### config.mk
export PLATFORM = sky130hd
export DESIGN_NAME = cpc_rom_loader_flat
export DESIGN_NICKNAME = d
export VERILOG_FILES = /design/src/rtl/cpc_rom_loader_if.sv /design/src/rtl/cpc_rom_loader.sv /design/src/flat_wrapper.sv
export SDC_FILE = /design/constraint.sdc
export NUM_CORES = 1
export LEC_CHECK = 0
export CAP_MARGIN = 0
export CORE_UTILIZATION = 40
export CTS_CLUSTER_DIAMETER = 50
export DETAILED_ROUTE_END_ITERATION = 8
export GPL_ROUTABILITY_DRIVEN = 0
export HOLD_SLACK_MARGIN = 0.05
export SLEW_MARGIN = 20
export SYNTH_ARGS = -nofsm -noshare
export SYNTH_HDL_FRONTEND = slang
export SYNTH_SLANG_ARGS = --single-unit
### constraint.sdc
create_clock -name clk_sys -period 2.1 [get_ports clk_sys]
set_clock_uncertainty 0.15 [all_clocks]
set_input_delay 0.21 -clock clk_sys [delete_from_list [all_inputs] [get_ports clk_sys]]
set_output_delay 0.21 -clock clk_sys [all_outputs]
set_load 0.01 [all_outputs]
### src/rtl/cpc_rom_loader_if.sv
`default_nettype none
// ============================================================================
//  cpc_rom_loader_if
//  Bundle of the HPS download stream, the SDRAM boot write port and the
//  loader status flags, as seen between hps_io/SDRAM and cpc_rom_loader.
//  Revision: 1.0 - initial release
// ============================================================================
interface cpc_rom_loader_if;
  logic        ce_ref;
  logic        ioctl_download;
  logic [7:0]  ioctl_index;
  logic        ioctl_wr;
  logic [24:0] ioctl_addr;
  logic [7:0]  ioctl_dout;
  logic        ioctl_wait;
  logic        rom_download;
  logic        boot_wr;
  logic [22:0] boot_a;
  logic [1:0]  boot_bank;
  logic [7:0]  boot_dout;
  logic        load_done;
  logic        overflow;

  // System side: HPS stream source, SDRAM slot strobe, boot port sink.
  modport master (
    output ce_ref, ioctl_download, ioctl_index, ioctl_wr, ioctl_addr, ioctl_dout,
    input  ioctl_wait, rom_download, boot_wr, boot_a, boot_bank, boot_dout,
    input  load_done, overflow
  );

  // Loader side.
  modport slave (
    input  ce_ref, ioctl_download, ioctl_index, ioctl_wr, ioctl_addr, ioctl_dout,
    output ioctl_wait, rom_download, boot_wr, boot_a, boot_bank, boot_dout,
    output load_done, overflow
  );
endinterface
`default_nettype wire

### src/rtl/cpc_rom_loader.sv
`default_nettype none
// ============================================================================
//  cpc_rom_loader
//  Buffers the HPS ROM download (index 0), maps 16 KB pages onto the CPC ROM
//  layout in SDRAM and issues one boot write per two ce_ref periods.
//  Revision: 1.0 - initial release
// ============================================================================
module cpc_rom_loader #(
  parameter int DEPTH = 4
) (
  input  logic              clk_sys,
  input  logic              reset_n,
  cpc_rom_loader_if.slave   bus
);

  localparam int AW = $clog2(DEPTH);
  localparam int CW = AW + 1;

  typedef enum logic [0:0] {
    S_IDLE  = 1'b0,
    S_WRITE = 1'b1
  } state_t;

  // FIFO entry layout: {bank[1:0], sdram_addr[22:0], data[7:0]}
  logic [32:0]   r_mem [DEPTH];
  logic [AW-1:0] r_wr_ptr;
  logic [AW-1:0] r_rd_ptr;
  logic [CW-1:0] r_count;

  state_t        r_state;
  state_t        w_state_nxt;

  logic [22:0]   r_boot_a;
  logic [1:0]    r_boot_bank;
  logic [7:0]    r_boot_dout;

  logic          r_dl_prev;
  logic          r_armed;
  logic          r_load_done;
  logic          r_overflow;

  logic          w_rom_download;
  logic [10:0]   w_page;
  logic          w_page_ok;
  logic [8:0]    w_upper;
  logic [1:0]    w_bank;
  logic          w_push_req;
  logic          w_full;
  logic          w_empty;
  logic          w_push;
  logic          w_drop;
  logic          w_pop;
  logic          w_start;
  logic          w_rise;
  logic          w_done;
  logic [32:0]   w_head;

  assign w_rom_download = bus.ioctl_download & (bus.ioctl_index == 8'd0);
  assign w_page         = bus.ioctl_addr[24:14];

  // Page decode: pages 0..2 go to bank 0, 3..5 repeat the same layout in bank 1.
  always_comb begin
    w_upper   = 9'h000;
    w_bank    = 2'd0;
    w_page_ok = 1'b1;
    case (w_page)
      11'd0: begin w_upper = 9'h000; w_bank = 2'd0; end
      11'd1: begin w_upper = 9'h100; w_bank = 2'd0; end
      11'd2: begin w_upper = 9'h107; w_bank = 2'd0; end
      11'd3: begin w_upper = 9'h000; w_bank = 2'd1; end
      11'd4: begin w_upper = 9'h100; w_bank = 2'd1; end
      11'd5: begin w_upper = 9'h107; w_bank = 2'd1; end
      default: w_page_ok = 1'b0;
    endcase
  end

  assign w_push_req = w_rom_download & bus.ioctl_wr & w_page_ok;
  assign w_full     = (r_count == CW'(DEPTH));
  assign w_empty    = (r_count == '0);
  // A byte arriving while full is lost even if a pop happens in the same cycle.
  assign w_push     = w_push_req & ~w_full;
  assign w_drop     = w_push_req &  w_full;
  assign w_pop      = bus.ce_ref & (r_state == S_WRITE);
  assign w_start    = bus.ce_ref & (r_state == S_IDLE) & ~w_empty;
  assign w_head     = r_mem[r_rd_ptr];

  assign w_rise     = w_rom_download & ~r_dl_prev;
  assign w_done     = r_armed & ~w_rom_download & w_empty & (r_state == S_IDLE);

  // FIFO storage; contents need no reset since count gates all reads.
  always_ff @(posedge clk_sys) begin
    if (w_push) begin
      r_mem[r_wr_ptr] <= {w_bank, w_upper, bus.ioctl_addr[13:0], bus.ioctl_dout};
    end
  end

  // FIFO pointers and occupancy.
  always_ff @(posedge clk_sys) begin
    if (!reset_n) begin
      r_wr_ptr <= '0;
      r_rd_ptr <= '0;
      r_count  <= '0;
    end else begin
      if (w_push) r_wr_ptr <= r_wr_ptr + AW'(1);
      if (w_pop)  r_rd_ptr <= r_rd_ptr + AW'(1);
      case ({w_push, w_pop})
        2'b10:   r_count <= r_count + CW'(1);
        2'b01:   r_count <= r_count - CW'(1);
        default: r_count <= r_count;
      endcase
    end
  end

  // Drain FSM state register.
  always_ff @(posedge clk_sys) begin
    if (!reset_n) r_state <= S_IDLE;
    else          r_state <= w_state_nxt;
  end

  // Drain FSM next state: one full ce_ref period in WRITE per byte.
  always_comb begin
    w_state_nxt = r_state;
    case (r_state)
      S_IDLE:  if (w_start)     w_state_nxt = S_WRITE;
      S_WRITE: if (bus.ce_ref)  w_state_nxt = S_IDLE;
      default:                  w_state_nxt = S_IDLE;
    endcase
  end

  // Boot port address/data, captured from the FIFO head when a write starts.
  always_ff @(posedge clk_sys) begin
    if (!reset_n) begin
      r_boot_a    <= '0;
      r_boot_bank <= '0;
      r_boot_dout <= '0;
    end else if (w_start) begin
      r_boot_bank <= w_head[32:31];
      r_boot_a    <= w_head[30:8];
      r_boot_dout <= w_head[7:0];
    end
  end

  // Download completion tracking and sticky overflow; a loss wins over a clear.
  always_ff @(posedge clk_sys) begin
    if (!reset_n) begin
      r_dl_prev   <= 1'b0;
      r_armed     <= 1'b0;
      r_load_done <= 1'b0;
      r_overflow  <= 1'b0;
    end else begin
      r_dl_prev   <= w_rom_download;
      r_load_done <= w_done;
      if (w_rise)      r_armed <= 1'b1;
      else if (w_done) r_armed <= 1'b0;
      if (w_drop)      r_overflow <= 1'b1;
      else if (w_rise) r_overflow <= 1'b0;
    end
  end

  assign bus.rom_download = w_rom_download;
  assign bus.ioctl_wait   = (r_count >= CW'(DEPTH - 1));
  assign bus.boot_wr      = (r_state == S_WRITE);
  assign bus.boot_a       = r_boot_a;
  assign bus.boot_bank    = r_boot_bank;
  assign bus.boot_dout    = r_boot_dout;
  assign bus.load_done    = r_load_done;
  assign bus.overflow     = r_overflow;

endmodule
`default_nettype wire
### src/flat_wrapper.sv
// flat-port wrapper written by rule: the top's interface ports become plain ports
module cpc_rom_loader_flat 
#(
  parameter int DEPTH = 4
)
  (clk_sys, reset_n, bus_ce_ref, bus_ioctl_download, bus_ioctl_index, bus_ioctl_wr, bus_ioctl_addr, bus_ioctl_dout, bus_ioctl_wait, bus_rom_download, bus_boot_wr, bus_boot_a, bus_boot_bank, bus_boot_dout, bus_load_done, bus_overflow);
  cpc_rom_loader_if bus_i ();
  input  logic clk_sys;
  input  logic reset_n;
  input wire logic [$bits(bus_i.ce_ref)-1:0] bus_ce_ref;
  input wire logic [$bits(bus_i.ioctl_download)-1:0] bus_ioctl_download;
  input wire logic [$bits(bus_i.ioctl_index)-1:0] bus_ioctl_index;
  input wire logic [$bits(bus_i.ioctl_wr)-1:0] bus_ioctl_wr;
  input wire logic [$bits(bus_i.ioctl_addr)-1:0] bus_ioctl_addr;
  input wire logic [$bits(bus_i.ioctl_dout)-1:0] bus_ioctl_dout;
  output wire logic [$bits(bus_i.ioctl_wait)-1:0] bus_ioctl_wait;
  output wire logic [$bits(bus_i.rom_download)-1:0] bus_rom_download;
  output wire logic [$bits(bus_i.boot_wr)-1:0] bus_boot_wr;
  output wire logic [$bits(bus_i.boot_a)-1:0] bus_boot_a;
  output wire logic [$bits(bus_i.boot_bank)-1:0] bus_boot_bank;
  output wire logic [$bits(bus_i.boot_dout)-1:0] bus_boot_dout;
  output wire logic [$bits(bus_i.load_done)-1:0] bus_load_done;
  output wire logic [$bits(bus_i.overflow)-1:0] bus_overflow;
  assign bus_i.ce_ref = bus_ce_ref;
  assign bus_i.ioctl_download = bus_ioctl_download;
  assign bus_i.ioctl_index = bus_ioctl_index;
  assign bus_i.ioctl_wr = bus_ioctl_wr;
  assign bus_i.ioctl_addr = bus_ioctl_addr;
  assign bus_i.ioctl_dout = bus_ioctl_dout;
  assign bus_ioctl_wait = bus_i.ioctl_wait;
  assign bus_rom_download = bus_i.rom_download;
  assign bus_boot_wr = bus_i.boot_wr;
  assign bus_boot_a = bus_i.boot_a;
  assign bus_boot_bank = bus_i.boot_bank;
  assign bus_boot_dout = bus_i.boot_dout;
  assign bus_load_done = bus_i.load_done;
  assign bus_overflow = bus_i.overflow;
  cpc_rom_loader #(.DEPTH(DEPTH)) u_core (.clk_sys(clk_sys), .reset_n(reset_n), .bus(bus_i));
endmodule
==> flow_summary.yaml <==
power_and_ir_drop:
  ir_drop_v: 0.000601
  seqPwrFrac_pct: 50.7
  swShare_pct: 18.4
  p_per_area_nw_per_um2: 798
  leakage_nw: 2.46
  power.share.combinational_pct: 2.7
  finalPower_w: 0.00571
  p_switching_w: 0.00105
  p_int_w: 0.00467
  clkPwrFrac_pct: 46.7
logic_synthesis:
  synth.cell_area_um2: 5390
  ys_types: 39
  syn_area_per_cell_um2: 16.1
  syn_inst: 334
  synth_seq_cells: 137
  ys.warnings.count: 0
  seq_area_frac_synth_pct: 69.4
final_layout:
  drive_above_1_share_pct: 22.8
  postLayoutCoreUtil_pct: 54.3
  fill_cells: 1078
  instances_no_fill: 637
  n_antenna_cell: 0
  seqCellArea_um2: 3750
  nNetsFinal: 500
  multiInputGateArea_um2: 1510
  area_delta_synth_final_pct: 32.8
timing:
  timing.hold.ws_ns: 0.202
  fmax_ghz: 0.473
  slew_violations: 0
  finalHoldViolCount: 0
  rsz0062_at_grt: "yes"
  fin_crit_sh_pct: 101
  period_needed_ns: 2.11
  setup_violations: 1
  setup_ws_ns: -0.0126
clocking:
  cts_sinks: 137
  cts_root_buffer: "clkbuf_16"
  clock_path_buffers: 2
  path_clk_slew_ns: 0.05
  cts-buffers-inserted: 17
  cts_tree: "built"
  cts_max_level: 4
  cts_hold_buf: 0
  insertion_delay_ns: 0.41
status:
  violations: "setup timing"
  status: "complete, but fails checks"
drt:
  drtPass1Iterations: 6
  drt_iter0_drc: 198
  wl_um: 10000
  via_per_inst: 4.73
  num_vias: 3010
  drc: 0
  wl_per_cell_um: 15.8
  drtAntennaViolNets: 0
global_route:
  track_usage_pct: 15.7
  grt_pass1_vias: 3079
  grt-ovfl-total: 0
  antenna_found_initial: 0
  grt_max_degree: 40
  grt_pass1_wl_um: 16100
critical_path:
  cp-startpoint: "u_core.r_count[1]$_SDFFE_PN0P_"
  reg2regPathDepth: 10
  crit_arrival_ns: 2.30
  rr_startpoint: "u_core.r_count[1]$_SDFFE_PN0P_"
  crit_type: "register to register"
  r2r-end: "u_core.r_count[2]$_SDFFE_PN0P_"
  worstSetupEndpointType: "register"
  startpoint_type: "register"
  worstPathRequired_ns: 2.29
  cp_max_fo: 2
  r2r_slack_ns: -0.01
placed_design:
  dp.cells: 602
  hpwlAfterDp_um: 6490
  numPortBuffers: 77
  dp_slack_ns: -0.560
hold_path:
  hold_path_class: "input pin to register"
  min_path_cells: 5
  min_to: "u_core.bus.overflow$_SDFFE_PN0P_"
  holdCritStartpoint: "bus_ioctl_addr[21]"
floorplanning:
  num_rows: 42
  die_w_um: 118
  io_pins: 84
  initial_utilization_pct: 40.9
  dieArea_um2: 14000
  coreArea_um2: 13200
  fp.dieH_um: 118
job:
  maxCapViolCount: 0
## power groups by stage
stage | sequential [W] | combinational, W | clock [W]
finish | 0.00290 | 0.000152 | 0.00267
global route | 0.00289 | 0.000164 | 0.00284
CTS | 0.00289 | 0.000155 | 0.00273
detailed placement | 0.00295 | 0.000156 | 0
global placement | 0.00295 | 0.000151 | 0
floorplan | 0.00295 | 0.0000374 | 0
## state kept, by name, summed over array words and instances, names as in the netlist, 2 cells and up
signal and flops:
u_core.bus.boot_a 16, u_core.r_wr_ptr 2, u_core.r_count 3, u_core.bus.boot_dout 8, u_core.r_mem 100, u_core.r_rd_ptr 2
## synth_stat cells, drive strengths merged
library cell  number  area [um2]
fa                 1        20.0
conb               1        3.75
nand3b             3        35.0
nor3b              1        18.8
buf               19         161
o21a               1        7.51
clkbuf             4        15.0
mux4              25         563
xor2               2        17.5
nor3               1        5.00
o31a               1        8.76
nand3              2        15.0
mux2i              2        20.0
or3                3        23.8
and3b              1        8.76
nand2b             2        12.5
inv                7        26.3
ha                 5        62.6
edfxtp           100        3000
a21oi              2        10.0
xnor2              3        26.3
nand2             60         225
nor2b              2        12.5
nor4               4        43.8
dfxtp             37         741
o21ai              3        15.0
and2               9        56.3
a21boi            28         210
nand4              1        6.26
a21o               1        7.51
nor2               3        11.3
## layout make-up
cell class                      count  area share (%)
Sequential cell                   137            52.3
Tap cell                          176            3.08
Clock buffer                       27            6.75
Timing Repair Buffer              113            15.8
Clock inverter                      5           0.664
Multi-Input combinational cell    172            21.0
Inverter                            7           0.367
## through the flow
| stage | setup TNS, ns | instance area [um2] |
|---|---|---|
| after global placement | -29.99 | 6580 |
| after CTS | -0.0701 | 7110 |
| after detailed placement | -34.52 | 6580 |
| after global routing | -0.122 | 7160 |
| final | -0.0126 | 7160 |
| after floorplan | -0.0589 | 5440 |
## kinds of logic after synthesis
family,Yosys count,synth area share (%)
other,1,0.0695
buffers and inverters,30,3.76
adders and majority gates,6,1.53
DFF,137,69.4
AOI/OAI and AO/OA,36,4.80
and+or+nand+nor,92,8.79
xor gates and xnor gates,5,0.812
muxes,27,10.8
## what timing repair did
action / 4_1_cts / 5_1_grt
setup buffers: 1 / 2
endpoints found under the setup margin: 3 / 94
gates resized for setup: 3 / 17
pin swaps: 5 / 10
## layer usage
metal  global-route usage, %  up-vias  wire [um]
met5                       0        -          0
met2                    26.2       57       5100
li1                        -     1455          -
met1                    18.5     1482       4400
met3                    4.75       16        374
met4                    7.61        0        174
## cells in the final DEF (no fill, tap or decap), drive strengths merged
cell type / instances
mux2i: 2
nand2b: 2
fa: 1
xor2: 2
or3: 3
and3b: 1
dlygate4sd2: 1
nor2: 3
o31a: 1
clkbuf: 28
dfxtp: 37
clkdlybuf4s50: 66
and2: 9
a21oi: 2
nor3b: 1
a21o: 1
nor4: 4
inv: 7
nand3b: 3
o21ai: 3
clkinv: 4
bufinv: 1
mux4: 25
nor2b: 2
conb: 6
ha: 5
xnor2: 3
clkdlybuf4s15: 1
a21boi: 28
nand4: 1
buf: 36
dlymetal6s2s: 8
o21a: 1
edfxtp: 100
nand2: 60
nor3: 1
nand3: 2
## worst max-delay path, cell delays in order, from the launching register on
cell	delay, ns
dfxtp_2	0.32
inv_2	0.05
nand3_2	0.08
nor3b_4	0.16
inv_1	0.06
ha_2	0.17
inv_2	0.04
fa_2	0.34
xor2_2	0.15
or3_1	0.35
a21boi_1	0.16
## worst max path at each step
| stage | endpoint | slack (ns) | cells past startpoint |
|---|---|---|---|
| finish | u_core.r_count[2]$_SDFFE_PN0P_ | -0.01 | 10 |
| global placement | u_core.r_count[2]$_SDFFE_PN0P_ | -0.44 | 11 |
| detailed placement | u_core.r_count[2]$_SDFFE_PN0P_ | -0.56 | 11 |
| floorplan | u_core.r_count[2]$_SDFFE_PN0P_ | -0.04 | 10 |
| CTS | u_core.r_count[2]$_SDFFE_PN0P_ | -0.07 | 11 |
| global route | u_core.r_count[2]$_SDFFE_PN0P_ | -0.12 | 10 |
Power figures use the tool's default switching activity.
